File: src/rtl/brus16_pkg.sv
// Shared types and defaults for the brus16 frame copy path.
package brus16_pkg;

    typedef enum logic [2:0] {
        IDLE,
        READ,
        DRAIN,
        BTN,
        DONE
    } copy_state_t;

    localparam int unsigned RECT_COUNT_DEF = 64;
    localparam int unsigned RECT_WORDS_DEF = 6;

    // Word offsets inside one rect record
    localparam int unsigned RECT_OFS_ABS   = 0;
    localparam int unsigned RECT_OFS_X     = 1;
    localparam int unsigned RECT_OFS_Y     = 2;
    localparam int unsigned RECT_OFS_W     = 3;
    localparam int unsigned RECT_OFS_H     = 4;
    localparam int unsigned RECT_OFS_COLOR = 5;

endpackage

File: src/rtl/rect_copy_engine.sv
// Streams the rect table from data memory into the GPU rect buffer during the
// copy window, then writes the latched button state back and pulses done.
module rect_copy_engine
    import brus16_pkg::*;
#(
    parameter int unsigned DATA_WIDTH  = 16,
    parameter int unsigned ADDR_WIDTH  = 13,
    parameter int unsigned RECT_COUNT  = RECT_COUNT_DEF,
    parameter int unsigned RECT_WORDS  = RECT_WORDS_DEF,
    parameter int unsigned RECT_BASE   = 'h0,
    parameter int unsigned BUTTON_ADDR = 'h1FFF,
    parameter int unsigned BTN_WIDTH   = 16,
    localparam int unsigned N          = RECT_COUNT * RECT_WORDS,
    localparam int unsigned IDX_W      = $clog2(N)
) (
    input  logic                  clk,
    input  logic                  reset_n,
    input  logic                  copy,
    input  logic                  copy_start,
    input  logic [BTN_WIDTH-1:0]  buttons,
    output logic [ADDR_WIDTH-1:0] mem_addr,
    output logic                  mem_rd,
    input  logic [DATA_WIDTH-1:0] mem_rdata,
    output logic                  mem_we,
    output logic [DATA_WIDTH-1:0] mem_wdata,
    output logic                  gpu_we,
    output logic [IDX_W-1:0]      gpu_addr,
    output logic [DATA_WIDTH-1:0] gpu_data,
    output logic                  busy,
    output logic                  done,
    output logic                  overrun
);

    copy_state_t          state, state_nxt;
    logic [IDX_W-1:0]     idx;
    logic [BTN_WIDTH-1:0] btn_q;
    logic                 last;
    logic                 start;

    assign last     = (idx == IDX_W'(N - 1));
    assign start    = (state == IDLE) && copy_start && copy;
    assign gpu_data = mem_rdata;

    always_ff @(posedge clk or negedge reset_n) begin
        if (!reset_n) begin
            state <= IDLE;
        end else begin
            state <= state_nxt;
        end
    end

    // Losing the copy window anywhere before DONE drops straight back to IDLE
    always_comb begin
        state_nxt = state;
        unique case (state)
            IDLE:    if (start) state_nxt = READ;
            READ:    if (!copy) state_nxt = IDLE;
                     else if (last) state_nxt = DRAIN;
            DRAIN:   state_nxt = copy ? BTN : IDLE;
            BTN:     state_nxt = copy ? DONE : IDLE;
            DONE:    state_nxt = IDLE;
            default: state_nxt = IDLE;
        endcase
    end

    always_comb begin
        mem_rd    = 1'b0;
        mem_we    = 1'b0;
        mem_addr  = '0;
        mem_wdata = '0;
        busy      = 1'b0;
        done      = 1'b0;
        unique case (state)
            READ: begin
                mem_rd   = 1'b1;
                mem_addr = ADDR_WIDTH'(RECT_BASE) + ADDR_WIDTH'(idx);
                busy     = 1'b1;
            end
            DRAIN: busy = 1'b1;
            BTN: begin
                mem_we    = copy;
                mem_addr  = ADDR_WIDTH'(BUTTON_ADDR);
                mem_wdata = DATA_WIDTH'(btn_q);
                busy      = 1'b1;
            end
            DONE:    done = 1'b1;
            default: ;
        endcase
    end

    // Read data lands a cycle after the strobe, so the GPU write side trails by one register
    always_ff @(posedge clk or negedge reset_n) begin
        if (!reset_n) begin
            idx      <= '0;
            btn_q    <= '0;
            gpu_we   <= 1'b0;
            gpu_addr <= '0;
            overrun  <= 1'b0;
        end else begin
            overrun  <= copy_start && (state != IDLE);
            gpu_we   <= mem_rd && copy;
            gpu_addr <= idx;
            if (start) begin
                btn_q <= buttons;
            end
            if (state == READ && !last) begin
                idx <= idx + 1'b1;
            end else begin
                idx <= '0;
            end
        end
    end

endmodule

File: config.mk
export PLATFORM = sky130hd
export DESIGN_NAME = rect_copy_engine
export DESIGN_NICKNAME = d
export VERILOG_FILES = /design/src/rtl/brus16_pkg.sv /design/src/rtl/rect_copy_engine.sv
export SDC_FILE = /design/constraint.sdc
export NUM_CORES = 1
export LEC_CHECK = 0
export ABC_AREA = 1
export BUFFER_PORTS_ARGS = -buffer_cell sky130_fd_sc_hd__buf_2
export CAP_MARGIN = 20
export CORE_MARGIN = 3
export CORE_UTILIZATION = 30
export DETAILED_ROUTE_END_ITERATION = 6
export GPL_TIMING_DRIVEN = 1
export PLACE_DENSITY = 0.67
export SYNTH_ARGS = -nofsm -noshare
export SYNTH_HDL_FRONTEND = slang
export SYNTH_SLANG_ARGS = --single-unit
export TNS_END_PERCENT = 10
File: constraint.sdc
create_clock -name clk -period 1.4 [get_ports clk]
set_clock_uncertainty 0.2 [all_clocks]
set_input_delay 0.21 -clock clk [delete_from_list [all_inputs] [get_ports clk]]
set_output_delay 0.21 -clock clk [all_outputs]
set_load 0.02 [all_outputs]
==> results_dict.tcl <==
set metrics [dict create \
    drtIter0Drc 61 \
    reg2reg_to "btn_q[8]" \
    gp_congestion 0.808 \
    grt_max_degree 40 \
    clk_latency_ns 0.28 \
    grt_pass1_vias 1640 \
    synthFlopType "dfrtp_1" \
    ff2ff_path_depth 8 \
    postLayoutCellArea_mm2 0.00299 \
    numPlacedInstances 359 \
    drcViolationCount 0 \
    first_pass_iters 4 \
    async_flop_share 1.00 \
    drv_slew 0 \
    ys_seq_area_frac 0.502 \
    power_density_mw_per_mm2 1550 \
    worstMarginPinSlew_ns 0.225 \
    r2r_setup_slack_ns -0.15 \
    wl_per_cell_um 11.8 \
    htree_levels 2 \
    cts_tree "yes" \
    ys_types 23 \
    synth-edff-count 0 \
    hold_viol 0 \
    required_ns 0.99 \
    crit_path_end "mem_wdata[13]" \
    vdd_drop_max_mv 0.805 \
    synthTopCellsByCount "39 x dfrtp_1, 39 x nand2_1, 35 x inv_1" \
    wl_mm 4.61 \
    syn_inst 225 \
    fin_tns_setup_ns -14.18 \
    status "finished with violations" \
    synth_area_leaders "dfrtp_1 50%, nand2_1 7.5%, buf_4 7.3%" \
    start_util 0.319 \
    numClockSinks 39 \
    crit_fanout 7 \
    placed_area_mm2 0.00243 \
    clockBufferDepth 2 \
    crit_slowest_cell "dfrtp_1" \
    io_buffer_count 63 \
    via_per_inst 4.28 \
    rr_startpoint "state[1]" \
    yosysWarnings 0 \
    period_share 1.29 \
    cpPeakStageDelay_ns 0.37 \
    drtAntennaViolNets 0 \
    stdcell_count 392 \
    setup_slack_ns -0.408 \
    setup_violations 51 \
    rows 28 \
    startpoint_type "flip-flop" \
    syn_avg_cell_area_um2 8.64 \
    postLayoutCoreUtil 0.491 \
    rsz0062_at_grt "yes" \
    crit_start "state[1]" \
    clock.fmax_mhz 553 \
    syn_nets 262 \
    cp.arrival_ns 1.40 \
    drive_gt1_frac 0.429 \
    crit_top_cell "inv_2" \
    core_area_mm2 0.00610 \
    fp.dieW_um 86.5 \
    max_slew_margin 0.850 \
    antenna_found_initial 0 \
    fp.dieH_um 86.5 \
    min_period_ns 1.81 \
    violations "setup timing" \
    num_antenna_cells 0 \
    area_growth_pct 54.1 \
    power.leakage_uw 0.00149 \
    syn_area_mm2 0.00194 \
    crit_chain "inv_2 > nor3_4 > inv_2 > buf_16 > nor2_4 > buf_6" \
    place_hpwl_mm 3.09 \
    total_power_uw 4650 \
    yosys.area.top_type "dfrtp_1" \
    grt.total_usage 0.129 \
    cts_buffers 5 \
    cts-root-buf "clkbuf_8" \
    clkTransAtPathRegs_ns 0.08 \
    path_class "reg2out" \
    synth_top_area_share 0.502 \
    grt_pass1_wl_mm 7.61 \
    num-nets-final 353 \
    vias 1679 \
    ios 96 \
    hold_class "in2reg" \
    synth_seq_cells 39 \
    endpoint_kind "output port" \
    die-area_mm2 0.00748 \
    maxCapViolCount 0 \
    overflow 0 \
]
## placed cells by master (no fill, tap or decap), drive strengths merged, types with 2 or more instances in the layout
cell / n
dlygate4sd3: 19
nand2: 41
o21ai: 20
nand3: 7
clkbuf: 6
buf: 89
nor2: 38
a21oi: 9
dfrtp: 39
nand4: 2
nor3: 2
inv: 39
## critical path: cells and delay by family, from the launching register on
family                 cells  cell delay [ns]
and+or+nand+nor            2             0.28
buffers and inverters      4             0.47
DFF                        1             0.37
## metrics by stage
| stage | setup WS [ns] | hold slack (ns) |
|---|---|---|
| floorplan | -0.243 | -0.286 |
| global placement | -0.113 | -0.00447 |
| detailed placement | -0.149 | -0.00160 |
| CTS | -0.420 | 0.102 |
| global route | -0.515 | 0.122 |
| finish | -0.408 | 0.123 |
## area by class of cell
class,count,area (um^2)
clock buffers,6,82.6
flip-flops and latches,39,977
repair buffers,108,922
well taps,75,93.8
fillers,581,3100
inverters,39,146
clock inverters,2,35.0
multi-input cells,123,737
## sequential cells by signal, indices dropped and copies added, names as in the netlist
name      count
gpu_we        1
state         3
overrun       1
idx           9
gpu_addr      9
btn_q        16
## power breakdown
part           internal (uW)  leakage [uW]  switching [uW]
Combinational            884      0.000918            1260
Sequential              1440      0.000510             104
Clock                    577     0.0000612             381
## cells by family after synthesis
group,synth area share
and+or+nand+nor,0.224
DFF,0.502
adders and majority gates,0.00644
buffers and inverters,0.178
AOI/OAI and AO/OA,0.0805
xor gates and xnor gates,0.00902
## how the worst min path moves through the flow
stage / from / endpoint / slack, ns / cells after the start
floorplan: reset_n / btn_q[0] / -0.29 / 0
global route: copy / state[2] / 0.12 / 3
global placement: reset_n / gpu_addr[7] / -0.004 / 2
finish: copy / state[2] / 0.12 / 3
CTS: copy / state[0] / 0.10 / 3
detailed placement: reset_n / gpu_addr[7] / -0.002 / 2
## per-layer routing
metal  wire length (um)  up-vias  share of wire  GRT usage
met3                303        8          0.066     0.0380
met5                  0        -              0          0
met1               2020      777           0.44      0.163
li1                   -      845              -          -
met4                 46        0          0.010     0.0411
met2               2240       49           0.48      0.212
## repair_timing
item                                   in CTS  in global routing
pin swaps                                   2                  0
setup endpoints to repair                  51                 60
gates cloned                                1                  0
resized for setup                          57                 10
hold buffers                               19                  0
setup buffers                               3                  2
endpoints found under the hold margin      57                  0
(Power assumes the default switching activity.)
